<file path="config.mk">
export PLATFORM = sky130hd
export DESIGN_NAME = alu_nbit_seg_scan
export DESIGN_NICKNAME = d
export VERILOG_FILES = /design/src/rtl/alu_nbit_seg_scan.sv
export SDC_FILE = /design/constraint.sdc
export NUM_CORES = 1
export LEC_CHECK = 0
export ABC_AREA = 1
export BUFFER_PORTS_ARGS = -buffer_cell sky130_fd_sc_hd__buf_2
export CAP_MARGIN = 20
export CORE_MARGIN = 10
export CORE_UTILIZATION = 40
export CTS_CLUSTER_SIZE = 16
export DETAILED_ROUTE_END_ITERATION = 16
export PLACE_DENSITY = 0.65
export SYNTH_ARGS = -nofsm -noshare
export SYNTH_HDL_FRONTEND = slang
export SYNTH_SLANG_ARGS = --single-unit
</file>
<file path="constraint.sdc">
create_clock -name sys_clk -period 1.85 [get_ports sys_clk]
set_input_delay 0.37 -clock sys_clk [delete_from_list [all_inputs] [get_ports sys_clk]]
set_output_delay 0.37 -clock sys_clk [all_outputs]
set_load 0.01 [all_outputs]
</file>
<file path="src/rtl/alu_nbit_seg_scan.sv">
// Registered N-bit ALU with carry/zero/overflow flags, driving a multiplexed
// hex 7-segment display with leading-zero blanking and the carry on digit 0's dp.
`timescale 1ns/1ps
module alu_nbit_seg_scan #(
  parameter int unsigned WIDTH          = 8,
  parameter int unsigned DIGITS         = 4,
  parameter int unsigned SCAN_DIV       = 50000,
  parameter bit          SEG_ACTIVE_LOW = 1'b1
) (
  input  logic              sys_clk,
  input  logic              reset,
  input  logic [WIDTH-1:0]  A,
  input  logic [WIDTH-1:0]  B,
  input  logic [2:0]        ALU_Sel,
  input  logic              load,
  output logic [WIDTH-1:0]  result,
  output logic              flag_c,
  output logic              flag_z,
  output logic              flag_v,
  output logic              result_valid,
  output logic [DIGITS-1:0] Segment_Sel,
  output logic [7:0]        Segment_Out
);

  localparam int unsigned IdxW = (DIGITS > 1) ? $clog2(DIGITS) : 1;
  localparam int unsigned PreW = $clog2(SCAN_DIV);
  localparam logic [7:0]        SegOff = SEG_ACTIVE_LOW ? 8'hFF : 8'h00;
  localparam logic [PreW-1:0]   PreMax = PreW'(SCAN_DIV - 1);
  localparam logic [IdxW-1:0]   IdxMax = IdxW'(DIGITS - 1);
  localparam logic [DIGITS-1:0] SelOne = DIGITS'(1);

  // Active-high gfedcba hex font.
  function automatic logic [6:0] seg_font(input logic [3:0] n);
    logic [6:0] f;
    case (n)
      4'h0: f = 7'h3F;
      4'h1: f = 7'h06;
      4'h2: f = 7'h5B;
      4'h3: f = 7'h4F;
      4'h4: f = 7'h66;
      4'h5: f = 7'h6D;
      4'h6: f = 7'h7D;
      4'h7: f = 7'h07;
      4'h8: f = 7'h7F;
      4'h9: f = 7'h6F;
      4'hA: f = 7'h77;
      4'hB: f = 7'h7C;
      4'hC: f = 7'h39;
      4'hD: f = 7'h5E;
      4'hE: f = 7'h79;
      default: f = 7'h71;
    endcase
    return f;
  endfunction

  logic [WIDTH:0]     sum_ext, diff_ext;
  logic [WIDTH-1:0]   alu_res;
  logic               alu_c, alu_v;

  logic [WIDTH-1:0]   result_q;
  logic               flag_c_q, flag_z_q, flag_v_q, valid_q;

  logic [PreW-1:0]    presc_q;
  logic [IdxW-1:0]    digit_idx_q;

  logic [WIDTH-1:0]   shifted;
  logic               blank;
  logic [7:0]         seg_raw, seg_out_d;
  logic [DIGITS-1:0]  seg_sel_d;
  logic [7:0]         seg_out_q;
  logic [DIGITS-1:0]  seg_sel_q;

  // Combinational ALU: result and flags for the current operands/select.
  always_comb begin
    sum_ext  = {1'b0, A} + {1'b0, B};
    diff_ext = {1'b0, A} - {1'b0, B};
    alu_res  = '0;
    alu_c    = 1'b0;
    alu_v    = 1'b0;
    case (ALU_Sel)
      3'b000: begin
        alu_res = sum_ext[WIDTH-1:0];
        alu_c   = sum_ext[WIDTH];
        alu_v   = (A[WIDTH-1] == B[WIDTH-1]) && (sum_ext[WIDTH-1] != A[WIDTH-1]);
      end
      3'b001: begin
        alu_res = diff_ext[WIDTH-1:0];
        alu_c   = diff_ext[WIDTH];  // borrow: A < B unsigned
        alu_v   = (A[WIDTH-1] != B[WIDTH-1]) && (diff_ext[WIDTH-1] != A[WIDTH-1]);
      end
      3'b010: alu_res = A & B;
      3'b011: alu_res = A | B;
      3'b100: alu_res = A ^ B;
      3'b101: alu_res = ~A;
      3'b110: begin
        alu_res = {A[WIDTH-2:0], 1'b0};
        alu_c   = A[WIDTH-1];
      end
      3'b111: begin
        alu_res = {1'b0, A[WIDTH-1:1]};
        alu_c   = A[0];
      end
      default: ;
    endcase
  end

  // Result and flag registers, captured on every cycle load is high.
  always_ff @(posedge sys_clk or posedge reset) begin
    if (reset) begin
      result_q <= '0;
      flag_c_q <= 1'b0;
      flag_z_q <= 1'b0;
      flag_v_q <= 1'b0;
      valid_q  <= 1'b0;
    end else if (load) begin
      result_q <= alu_res;
      flag_c_q <= alu_c;
      flag_z_q <= (alu_res == '0);
      flag_v_q <= alu_v;
      valid_q  <= 1'b1;
    end
  end

  // Scan prescaler and digit index; the index advances on the prescaler wrap.
  always_ff @(posedge sys_clk or posedge reset) begin
    if (reset) begin
      presc_q     <= '0;
      digit_idx_q <= '0;
    end else if (presc_q == PreMax) begin
      presc_q     <= '0;
      digit_idx_q <= (digit_idx_q == IdxMax) ? '0 : digit_idx_q + 1'b1;
    end else begin
      presc_q     <= presc_q + 1'b1;
    end
  end

  // Decode the selected digit: nibble, leading-zero blanking and carry on dp.
  always_comb begin
    shifted   = result_q >> {digit_idx_q, 2'b00};
    // Everything from this nibble upward is zero -> leading zero (digit 0 excepted).
    blank     = (digit_idx_q != '0) && (shifted == '0);
    seg_raw   = {(digit_idx_q == '0) && flag_c_q, blank ? 7'h00 : seg_font(shifted[3:0])};
    seg_out_d = SEG_ACTIVE_LOW ? ~seg_raw : seg_raw;
    seg_sel_d = SelOne << digit_idx_q;
  end

  // Select and segments registered together so they always refer to the same digit.
  always_ff @(posedge sys_clk or posedge reset) begin
    if (reset) begin
      seg_sel_q <= '0;
      seg_out_q <= SegOff;
    end else begin
      seg_sel_q <= seg_sel_d;
      seg_out_q <= seg_out_d;
    end
  end

  assign result       = result_q;
  assign flag_c       = flag_c_q;
  assign flag_z       = flag_z_q;
  assign flag_v       = flag_v_q;
  assign result_valid = valid_q;
  assign Segment_Sel  = seg_sel_q;
  assign Segment_Out  = seg_out_q;

endmodule

</file>
==> qor.txt, run 1 <==
Clock Path Buffers: 2
Setup TNS: 0 ps
Synthesized area: 0.003466 mm²
Chip height: 113.1 µm
Ant. Diodes: 0
HP Class: input pin to async pin
CTS tree: built
Core area: 0.008341 mm²
Synth-to-layout area growth: 31.66%
Detailed placement HPWL: 7.959 mm
R2R depth: 11
Rows: 33
CP bufs+invs: 2
Yosys cell types: 35
Critical Path Source Type: input pin
Crit path kind: input pin to register
Status: finished clean
Final worst-path cycle share: 0.9588
Layout Nets: 685
Final slew viol count: 0
Reg2reg end: presc_q[14]$_DFF_PP0_
R2r startpoint: presc_q[0]$_DFF_PP0_
Clock-pin slew on the worst setup and hold paths: 80 ps
Final hold vios: 0
Worst-case vdd ir drop: 0.0003557 V
Crit path capture type: register
Antenna violations before repair: 0
Slowest Stage Delay on Critical Path: 430 ps
Crit-path slowest cell: fa_1
Die ar.: 0.01279 mm²
Pre-CTS worst setup slack: -231.2 ps
DR DRC count: 0
Storage element area: 0.001061 mm²
Wirelength, routed: 9.665 mm
First-pass GRT wire length: 16.05 mm
Critical Path AT: 2010 ps
IO Count: 46
Number of global-route vias before repair: 3511
Post-Synthesis Cells: 503
Drt first pass iters: 5
Initial Util: 0.4155
Skew final: 10.14 ps
Met3 GRT Util: 0.02588
Vias after detailed routing: 3683
Top Family by Delay on Critical Path: simple AND/OR/NAND/NOR gates
Worst-Margin Slew: 503.7 ps
Fin util: 0.5471
Mapped Nets: 561
Vias per inst: 5.025
CTS Buf Count: 5
FF+latch count, synth: 42
PD cells: 587.5 mW/mm²
Routability cong.: 0.9682
Hold Worst Slack: 79.90 ps
Sink Count: 42
1st-iter DRT viols: 202
Insertion delay to the later sink of the worst-skew pair: 300 ps
Syn Area/Cell: 6.890 µm²
Top Usage Layer GRT: met2
Sequential element share of the synthesized area: 0.3061
Met1 Track Usage GR: 0.1869
Fillers: 811
Total GRT Usage: 0.1477
# port buffers: 45
ANT nets after route: 0
Fmax: 563.8 MHz
GR met2 Demand/Resource: 0.2485
Period minus WS final: 1774 ps
Critical Path, Cell by Cell: buf_2 -> buf_4 -> ha_1 -> fa_1 -> nand3_1 -> nand2_1 -> nand2_1 -> nand3_1 -> nand2_1 -> nand2_1 -> nor2_1 -> nand4_1 -> nand2_1
Share of cells above drive strength 1: 0.2675
RSZ-0062 raised after global routing: yes
Clk root buf: clkbuf_8
Die width: 113.1 µm
Slew headroom: 0.6638
P_leak: 2.487 nW
WL per Instance: 13.19 µm
Max Cap Viol: 0
Commonest cells after routing, fill and taps aside: 105 x nand2_1, 81 x buf_4, 71 x nor2_1
Reg2reg setup slack: 120 ps
GR Overflow Total: 0
Worst Path Max Fanout: 4
CP Data Required Time: 2080 ps
Footprint of the multi-input gates: 0.002115 mm²
Crit path top cell by count: nand2_1
Count of final setup violators: 0
Synth Warn #: 0
# H-tree levels: 2
Largest net degree at the start of global routing: 32
Commonest non-fill, non-tap cell in the layout: nand2_1
Final WS setup: 76.23 ps
==> where the power goes <==
| part | switching (W) | internal [W] | total (W) |
|---|---|---|---|
| logic | 0.000525 | 0.000396 | 0.000921 |
| clock network | 0.000300 | 0.000397 | 0.000697 |
| registers | 0.0000425 | 0.00102 | 0.00106 |
| total | 0.000868 | 0.00181 | 0.00268 |
==> layout make-up <==
| type | instances | area share |
|---|---|---|
| Clock buffer | 5 | 0.01508 |
| Tap cell | 105 | 0.02879 |
| Inverter | 73 | 0.06005 |
| Multi-Input combinational cell | 377 | 0.4634 |
| Sequential cell | 42 | 0.2325 |
| Clock inverter | 3 | 0.008774 |
| Timing Repair Buffer | 128 | 0.1914 |
==> worst max path at each step <==
stage                                     from                        to  slack, ps  cells after the start
floorplan           digit_idx_q[0]$_DFFE_PP0N_  Segment_Out[0]$_DFF_PP1_         10                     11
global placement                          A[0]        flag_z$_DFFE_PP0P_       -190                     15
detailed placement                        A[0]        flag_z$_DFFE_PP0P_       -230                     15
CTS                       presc_q[0]$_DFF_PP0_     presc_q[14]$_DFF_PP0_          8                     11
global route                              A[0]        flag_z$_DFFE_PP0P_        -90                     14
finish                                    A[0]        flag_z$_DFFE_PP0P_         80                     13
==> synth_stat cells, drive strengths merged <==
master,instances,area share
a21oi,26,0.038
o211ai,4,0.0087
buf,11,0.016
o21ai,21,0.031
xor2,6,0.015
nor4b,1,0.0025
inv,73,0.079
nand4,22,0.040
xnor2,1,0.0025
o21a,3,0.0065
fa,2,0.012
nor2,78,0.089
nor3,7,0.013
or2,4,0.0072
nand2,108,0.12
a31oi,2,0.0036
o21bai,2,0.0043
nand3,52,0.077
o22ai,1,0.0018
dfstp,8,0.061
o311ai,1,0.0025
o31ai,1,0.0022
ha,34,0.12
dfrtp,34,0.25
a21o,1,0.0022
==> sequential cells by signal, indices dropped and copies added, names as in the netlist <==
register	flops
flag_z	1
flag_c	1
presc_q	16
result_valid	1
result	8
digit_idx_q	2
Segment_Sel	4
Segment_Out	8
flag_v	1
==> logic make-up (layout without fill, tap and decap cells) <==
family                     Yosys count  after routing  synth area share
AOI/OAI and AO/OA                   62             62            0.1007
xor gates and xnor gates             7              7           0.01769
adders and majority gates           36             36            0.1343
buffers and inverters               84            209           0.09530
DFF                                 42             42            0.3061
and+or+nand+nor                    272            272            0.3459
==> per-stage QoR <==
stage          instances  cell area (µm²)  power, W
5_1_grt              733             4563  0.002864
2_1_floorplan        503             3466  0.001575
3_3_place_gp         722             4392  0.001973
3_5_place_dp         722             4392  0.001990
4_1_cts              730             4501  0.002695
6_report             733             4563  0.002681
==> repair_timing <==
action                     in CTS  in global routing
gates resized for setup         0                 11
setup endpoints to repair       0                 12
hold endpoints to repair        0                  0
setup buffers                   0                  3
hold buffers                    0                  0
==> layer usage <==
layer / part of all wire / routed length [µm]
met5: 0 / 0
met4: 0.021 / 204
met3: 0.059 / 570
met2: 0.47 / 4585
met1: 0.45 / 4306
Note: power is estimated with default switching activity, not from simulation.
==> run 2: changes to the inputs <==
--- a/config.mk
+++ b/config.mk
@@ -5,11 +5,11 @@
 export SDC_FILE = /design/constraint.sdc
 export NUM_CORES = 1
 export LEC_CHECK = 0
-export ABC_AREA = 1
 export BUFFER_PORTS_ARGS = -buffer_cell sky130_fd_sc_hd__buf_2
 export CAP_MARGIN = 20
 export CORE_MARGIN = 10
 export CORE_UTILIZATION = 40
+export CTS_CLUSTER_DIAMETER = 120
 export CTS_CLUSTER_SIZE = 16
 export DETAILED_ROUTE_END_ITERATION = 16
 export PLACE_DENSITY = 0.65
==> qor.txt, run 2 <==
Sink Count: 42 (unchanged)
Pre-CTS worst setup slack: -720.4 ps (was -231.2 ps)
Clock-pin slew on the worst setup and hold paths: 80 ps (about the same)
ANT nets after route: 0 (unchanged)
Layout Nets: 548 (was 685)
Crit path kind: input pin to register (unchanged)
CTS tree: built (unchanged)
Syn Area/Cell: 9.185 µm² (was 6.890 µm²)
Fmax: 465.2 MHz (was 563.8 MHz)
Synth-to-layout area growth: 44.60% (was 31.66%)
RSZ-0062 raised after global routing: yes (unchanged)
Mapped Nets: 416 (was 561)
Die ar.: 0.01225 mm² (was 0.01279 mm²)
Cell taking the most area after synthesis: dfrtp_1 (unchanged)
Commonest cells in the synthesized netlist: 35 x nor2_1, 34 x dfrtp_1, 34 x ha_1 (was 107 x nand2_1, 72 x nor2_1, 70 x inv_1)
P_leak: 2.249 nW (was 2.487 nW)
Clk root buf: clkbuf_8 (unchanged)
Crit path capture type: register (unchanged)
Insertion delay to the later sink of the worst-skew pair: 300 ps (about the same)
Synth Warn #: 0 (unchanged)
Share of cells above drive strength 1: 0.4542 (was 0.2675)
Antenna violations before repair: 0 (unchanged)
1st-iter DRT viols: 124 (was 202)
Detailed placement HPWL: 7.000 mm (was 7.959 mm)
Wirelength, routed: 8.889 mm (was 9.665 mm)
Top area cells in the synthesized netlist: dfrtp_1 26%, ha_1 13%, dfstp_2 6.4% (was dfrtp_1 25%, ha_1 12%, nand2_1 12%)
Hold buffer count at cts: 0 (unchanged)
Post-Synthesis Cells: 358 (was 503)
Final slew viol count: 0 (unchanged)
Vias after detailed routing: 3157 (was 3683)
Failing checks: setup timing
Skew final: 12.40 ps (was 10.14 ps)
Core area: 0.008093 mm² (was 0.008341 mm²)
Commonest cells after routing, fill and taps aside: 97 x buf_4, 38 x buf_2, 35 x nor2_1 (was 105 x nand2_1, 81 x buf_4, 71 x nor2_1)
Vias per inst: 5.297 (was 5.025)
WL per Instance: 14.91 µm (was 13.19 µm)
PD cells: 634.6 mW/mm² (was 587.5 mW/mm²)
Period minus WS final: 2150 ps (was 1774 ps)
Final hold vios: 0 (unchanged)
Synth Flop Type: dfrtp_1 (unchanged)
Rows: 33 (unchanged)
Ant. Diodes: 0 (unchanged)
GR Overflow Total: 0 (unchanged)
Number of synthesized flops with an enable pin: 0 (unchanged)
Synthesized area: 0.003288 mm² (was 0.003466 mm²)
Most flops, register: presc_q (unchanged)
Final WS setup: -299.5 ps (was 76.23 ps)
Drt first pass iters: 5 (unchanged)
Max reg flops: 16 (unchanged)
CP Data Required Time: 2050 ps (was 2080 ps)
Fin area: 0.004755 mm² (was 0.004563 mm²)
Fillers: 706 (was 811)
Clock Path Buffers: 2 (unchanged)
Chip height: 110.7 µm (was 113.1 µm)
Worst Path Max Fanout: 3 (was 4)
Count leader, synth: nor2_1 (was nand2_1)
Status: finished, violations left (was finished clean)
Commonest non-fill, non-tap cell in the layout: buf_4 (was nand2_1)
Placed Instance Area: 0.004370 mm² (was 0.004392 mm²)
Max Cap Viol: 0 (unchanged)
Final worst-path cycle share: 1.162 (was 0.9588)
Yosys cell types: 57 (was 35)
Count of final setup violators: 14 (was 0)
# H-tree levels: 2 (unchanged)
Worst-Margin Slew: 506.6 ps (was 503.7 ps)
Critical Path Source Type: input pin (unchanged)
HP Class: input pin to async pin (unchanged)
Worst-case vdd ir drop: 0.0002735 V (was 0.0003557 V)
FF+latch count, synth: 42 (unchanged)
Sequential element share of the synthesized area: 0.3227 (was 0.3061)
Initial Util: 0.4063 (was 0.4155)
IO Count: 46 (unchanged)
First-pass GRT wire length: 14.68 mm (was 16.05 mm)
Post-synthesis async set-or-reset flop share: 1.000 (unchanged)
Critical Path AT: 2350 ps (was 2010 ps)
Routability cong.: 0.8804 (was 0.9682)
DR DRC count: 0 (unchanged)
Area share of the largest cell type after synthesis: 0.2588 (was 0.2455)
CTS Buf Count: 5 (unchanged)
Die width: 110.7 µm (was 113.1 µm)
Power Total: 0.003017 W (was 0.002681 W)
# port buffers: 45 (unchanged)
Number of global-route vias before repair: 3203 (was 3511)
Largest net degree at the start of global routing: 43 (was 32)
Total GRT Usage: 0.1395 (was 0.1477)
Slew headroom: 0.6623 (was 0.6638)
==> run 2: cell families after synthesis <==
kind of cell / synth area share
muxes: 0.08448
xor gates and xnor gates: 0.04528
buffers and inverters: 0.06355
adders and majority gates: 0.1416
and+or+nand+nor: 0.1579
DFF: 0.3227
AOI/OAI and AO/OA: 0.1846
==> run 2: layout make-up <==
class / count / area, µm² / area share
well taps: 105 / 131.4 / 0.02763
repair buffers: 142 / 1026 / 0.2158
inverters: 32 / 170.2 / 0.03579
flip-flops and latches: 42 / 1061 / 0.2232
multi-input cells: 267 / 2256 / 0.4745
clock buffers: 6 / 72.57 / 0.01526
clock inverters: 2 / 37.54 / 0.007895
==> run 2: timing repair <==
item	in CTS	in global routing
gates resized for setup	51	9
setup buffers	7	5
endpoints found under the hold margin	0	0
endpoints found under the setup margin	16	17
gates cloned	0	0
pin swaps	22	16
==> run 2: per-layer routing <==
metal / GRT usage / part of all wire
met3: 0.02597 / 0.046
met5: 0 / 0
met4: 0.05208 / 0.026
met2: 0.2437 / 0.49
met1: 0.1651 / 0.44
==> run 2: final timing paths <==
check | to | from | slack (ps) | depth (start not counted)
hold / removal | Segment_Sel[0]$_DFF_PP0_ | reset | 180 | 3
hold reg to reg | result_valid$_DFFE_PP0P_ | result_valid$_DFFE_PP0P_ | 460 | 1
setup / recovery | flag_z$_DFFE_PP0P_ | A[0] | -300 | 11
setup reg to reg | Segment_Out[1]$_DFF_PP1_ | digit_idx_q[0]$_DFFE_PP0N_ | -40 | 6
max in group asynchronous | Segment_Out[3]$_DFF_PP1_ | reset | 1310 | 3
min in group sys_clk | result_valid$_DFFE_PP0P_ | result_valid$_DFFE_PP0P_ | 460 | 1
==> run 2: power by group <==
group	leakage [nW]	internal (W)	total [W]	switching [W]
Sequential	0.515	0.00104	0.00110	0.0000535
Combinational	1.68	0.000616	0.00121	0.000594
Clock	0.0514	0.000402	0.000710	0.000307
Total	2.25	0.00206	0.00302	0.000955
==> run 2: worst max-delay path, stage by stage <==
cell and delay (ps):
buf_12 100, inv_12 30, ha_4 150, fa_2 360
xnor2_2 200, o22ai_2 110, a221oi_2 300, a21oi_2 70
nor4_2 250, nand2_1 100, o41ai_2 300
==> run 2: metrics by stage <==
| stage | instances | hold slack [ps] | utilization | setup TNS [ps] |
|---|---|---|---|---|
| floorplan | 358 | 453.9 | - | -1999 |
| global placement | 581 | 446.8 | 0.5400 | -5128 |
| detailed placement | 581 | 444.5 | 0.5400 | -5594 |
| CTS | 593 | 194.0 | 0.5795 | -1105 |
| global route | 596 | 246.6 | 0.5875 | -3025 |
| finish | 596 | 180.4 | 0.5875 | -1469 |
==> run 3: changes to the inputs <==
==> constraint.sdc (replaced) <==
create_clock -name sys_clk -period 1.85 [get_ports sys_clk]
set_input_delay 0.555 -clock sys_clk [delete_from_list [all_inputs] [get_ports sys_clk]]
set_output_delay 0.555 -clock sys_clk [all_outputs]
set_load 0.01 [all_outputs]
==> qor.txt, run 3 (same netlist as run 2, synthesis figures left out) <==
Period minus WS final: 2303 ps (was 2150 ps)
Number of global-route vias before repair: 3234 (was 3203)
Pint: 0.002089 W (was 0.002062 W)
Sw power: 0.0009696 W (was 0.0009550 W)
Fin util: 0.6036 (was 0.5875)
Critical Path AT: 2490 ps (was 2350 ps)
Clock share of power: 0.235 (about the same)
Clock Path Buffers: 2 (unchanged)
Insertion delay to the later sink of the worst-skew pair: 300 ps (about the same)
Clk root buf: clkbuf_8 (unchanged)
Count of final setup violators: 16 (was 14)
Max Cap Viol: 0 (unchanged)
Most flops, register: presc_q (unchanged)
GR Overflow Total: 0 (unchanged)
Flop pwr share: 0.358 (was 0.364)
Vias after detailed routing: 3100 (was 3157)
# H-tree levels: 2 (unchanged)
Failing checks: setup timing (unchanged)
ANT nets after route: 0 (unchanged)
PD cells: 626.1 mW/mm² (was 634.6 mW/mm²)
Final WS setup: -452.9 ps (was -299.5 ps)
Worst Path Max Fanout: 3 (unchanged)
Die ar.: 0.01225 mm² (unchanged)
Chip height: 110.7 µm (unchanged)
Worst-Margin Slew: 462.4 ps (was 506.6 ps)
Total GRT Usage: 0.1379 (was 0.1395)
Max reg flops: 16 (unchanged)
Pre-CTS worst setup slack: -933.2 ps (was -720.4 ps)
Net Sw Frac: 0.3170 (was 0.3165)
Routability cong.: 0.8878 (was 0.8804)
Critical Path Source Type: input pin (unchanged)
Antenna violations before repair: 0 (unchanged)
Crit path kind: input pin to register (unchanged)
Die width: 110.7 µm (unchanged)
# port buffers: 45 (unchanged)
Final worst-path cycle share: 1.245 (was 1.162)
Final hold vios: 0 (unchanged)
WL per Instance: 14.72 µm (was 14.91 µm)
Fin area: 0.004885 mm² (was 0.004755 mm²)
Detailed placement HPWL: 6.901 mm (was 7.000 mm)
Final slew viol count: 0 (unchanged)
Critical Path, Cell by Cell: buf_6 -> inv_4 -> ha_4 -> nor3_2 -> a211o_1 -> a221oi_4 -> o31ai_4 -> a221oi_2 -> o221ai_2 -> mux2_4 (was buf_12 -> inv_12 -> ha_4 -> fa_2 -> xnor2_2 -> o22ai_2 -> a221oi_2 -> a21oi_2 -> nor4_2 -> nand2_1 -> o41ai_2)
P_leak: 2.288 nW (was 2.249 nW)
CP Data Required Time: 2040 ps (was 2050 ps)
Commonest non-fill, non-tap cell in the layout: buf_4 (unchanged)
Initial Util: 0.4063 (unchanged)
Status: finished, violations left (unchanged)
Synth-to-layout area growth: 48.55% (was 44.60%)
HP Class: input pin to async pin (unchanged)
CTS Buf Count: 5 (unchanged)
Clock-pin slew on the worst setup and hold paths: 80 ps (about the same)
DR DRC count: 0 (unchanged)
Slowest Stage Delay on Critical Path: 370 ps (was 360 ps)
Drt first pass iters: 4 (was 5)
CTS tree: built (unchanged)
Skew final: 7.091 ps (was 12.40 ps)
Layout Nets: 550 (was 548)
RSZ-0062 raised after global routing: yes (unchanged)
Commonest cells after routing, fill and taps aside: 93 x buf_4, 34 x dfrtp_1, 34 x nor2_1, 34 x buf_2, 25 x ha_1 (was 97 x buf_4, 38 x buf_2, 35 x nor2_1)
First-pass GRT wire length: 14.72 mm (was 14.68 mm)
Placed Instance Area: 0.004413 mm² (was 0.004370 mm²)
Share of cells above drive strength 1: 0.4686 (was 0.4542)
Crit path capture type: register (unchanged)
Sink Count: 42 (unchanged)
Fmax: 434.2 MHz (was 465.2 MHz)
Rows: 33 (unchanged)
Wirelength, routed: 8.801 mm (was 8.889 mm)
Largest net degree at the start of global routing: 43 (unchanged)
Logic pwr share: 0.406 (was 0.401)
IO Count: 46 (unchanged)
1st-iter DRT viols: 181 (was 124)
Worst-case vdd ir drop: 0.0003318 V (was 0.0002735 V)
Ant. Diodes: 0 (unchanged)
Vias per inst: 5.184 (was 5.297)
Core area: 0.008093 mm² (unchanged)
Crit-path slowest cell: a221oi_4 (was fa_2)
Slew headroom: 0.6906 (was 0.6623)
==> run 3: layer usage <==
layer	track usage	share of wire	vias to the layer above
li1	-	-	1540
met1	0.1713	0.45	1470
met2	0.2370	0.49	79
met3	0.02165	0.047	11
met4	0.04427	0.016	0
met5	0	0	-
==> run 3: power groups by stage <==
| stage | combinational [W] | sequential (W) | clock, W |
|---|---|---|---|
| finish | 0.00124 | 0.00110 | 0.000719 |
| global route | 0.00136 | 0.00111 | 0.000779 |
| CTS | 0.00121 | 0.00110 | 0.000733 |
| detailed placement | 0.00111 | 0.00111 | 0 |
| global placement | 0.00109 | 0.00111 | 0 |
| floorplan | 0.000590 | 0.00115 | 0 |
==> run 3: path summary, 6_finish.rpt <==
path,start,to,slack [ps],cells past startpoint
hold reg to reg,result_valid$_DFFE_PP0P_,result_valid$_DFFE_PP0P_,460,1
min in group sys_clk,result_valid$_DFFE_PP0P_,result_valid$_DFFE_PP0P_,460,1
max in group asynchronous,reset,Segment_Out[1]$_DFF_PP1_,1290,3
hold / removal,reset,digit_idx_q[0]$_DFFE_PP0N_,300,3
setup / recovery,B[1],result[7]$_DFFE_PP0P_,-450,10
setup reg to reg,digit_idx_q[0]$_DFFE_PP0N_,Segment_Out[1]$_DFF_PP1_,-40,6
==> run 3: worst max-delay path: cells and delay by family <==
kind | cells | cell delay (ps)
muxes | 1 | 270
AOI/OAI and AO/OA | 5 | 1210
and+or+nand+nor | 1 | 50
adders and majority gates | 1 | 280
buffers and inverters | 2 | 130
==> run 3: per-stage QoR <==
| stage | hold WS, ps | instances | total power [W] | setup TNS, ps |
|---|---|---|---|---|
| final | 303.2 | 598 | 0.003058 | -2933 |
| after global routing | 308.5 | 598 | 0.003244 | -4419 |
| after CTS | 303.4 | 598 | 0.003034 | -2566 |
| after detailed placement | 445.1 | 585 | 0.002228 | -7557 |
| after global placement | 446.3 | 585 | 0.002203 | -7056 |
| after floorplan | 453.9 | 358 | 0.001745 | -3777 |
==> run 3: timing repair <==
item                                    4_1_cts  5_1_grt
setup buffers                                 6        1
pin swaps                                    29       18
hold buffers                                  0        0
endpoints found under the setup margin       16       17
endpoints found under the hold margin         0        0
gates resized for setup                      57       20
==> run 3: area by class of cell <==
cell class	count	area [µm²]
inverter	32	167.7
clock inverter	3	43.79
clock buffer	5	68.82
fill	688	3208
tap	105	131.4
sequential	42	1061
multi-input combinational	267	2322
timing repair buffer	144	1090
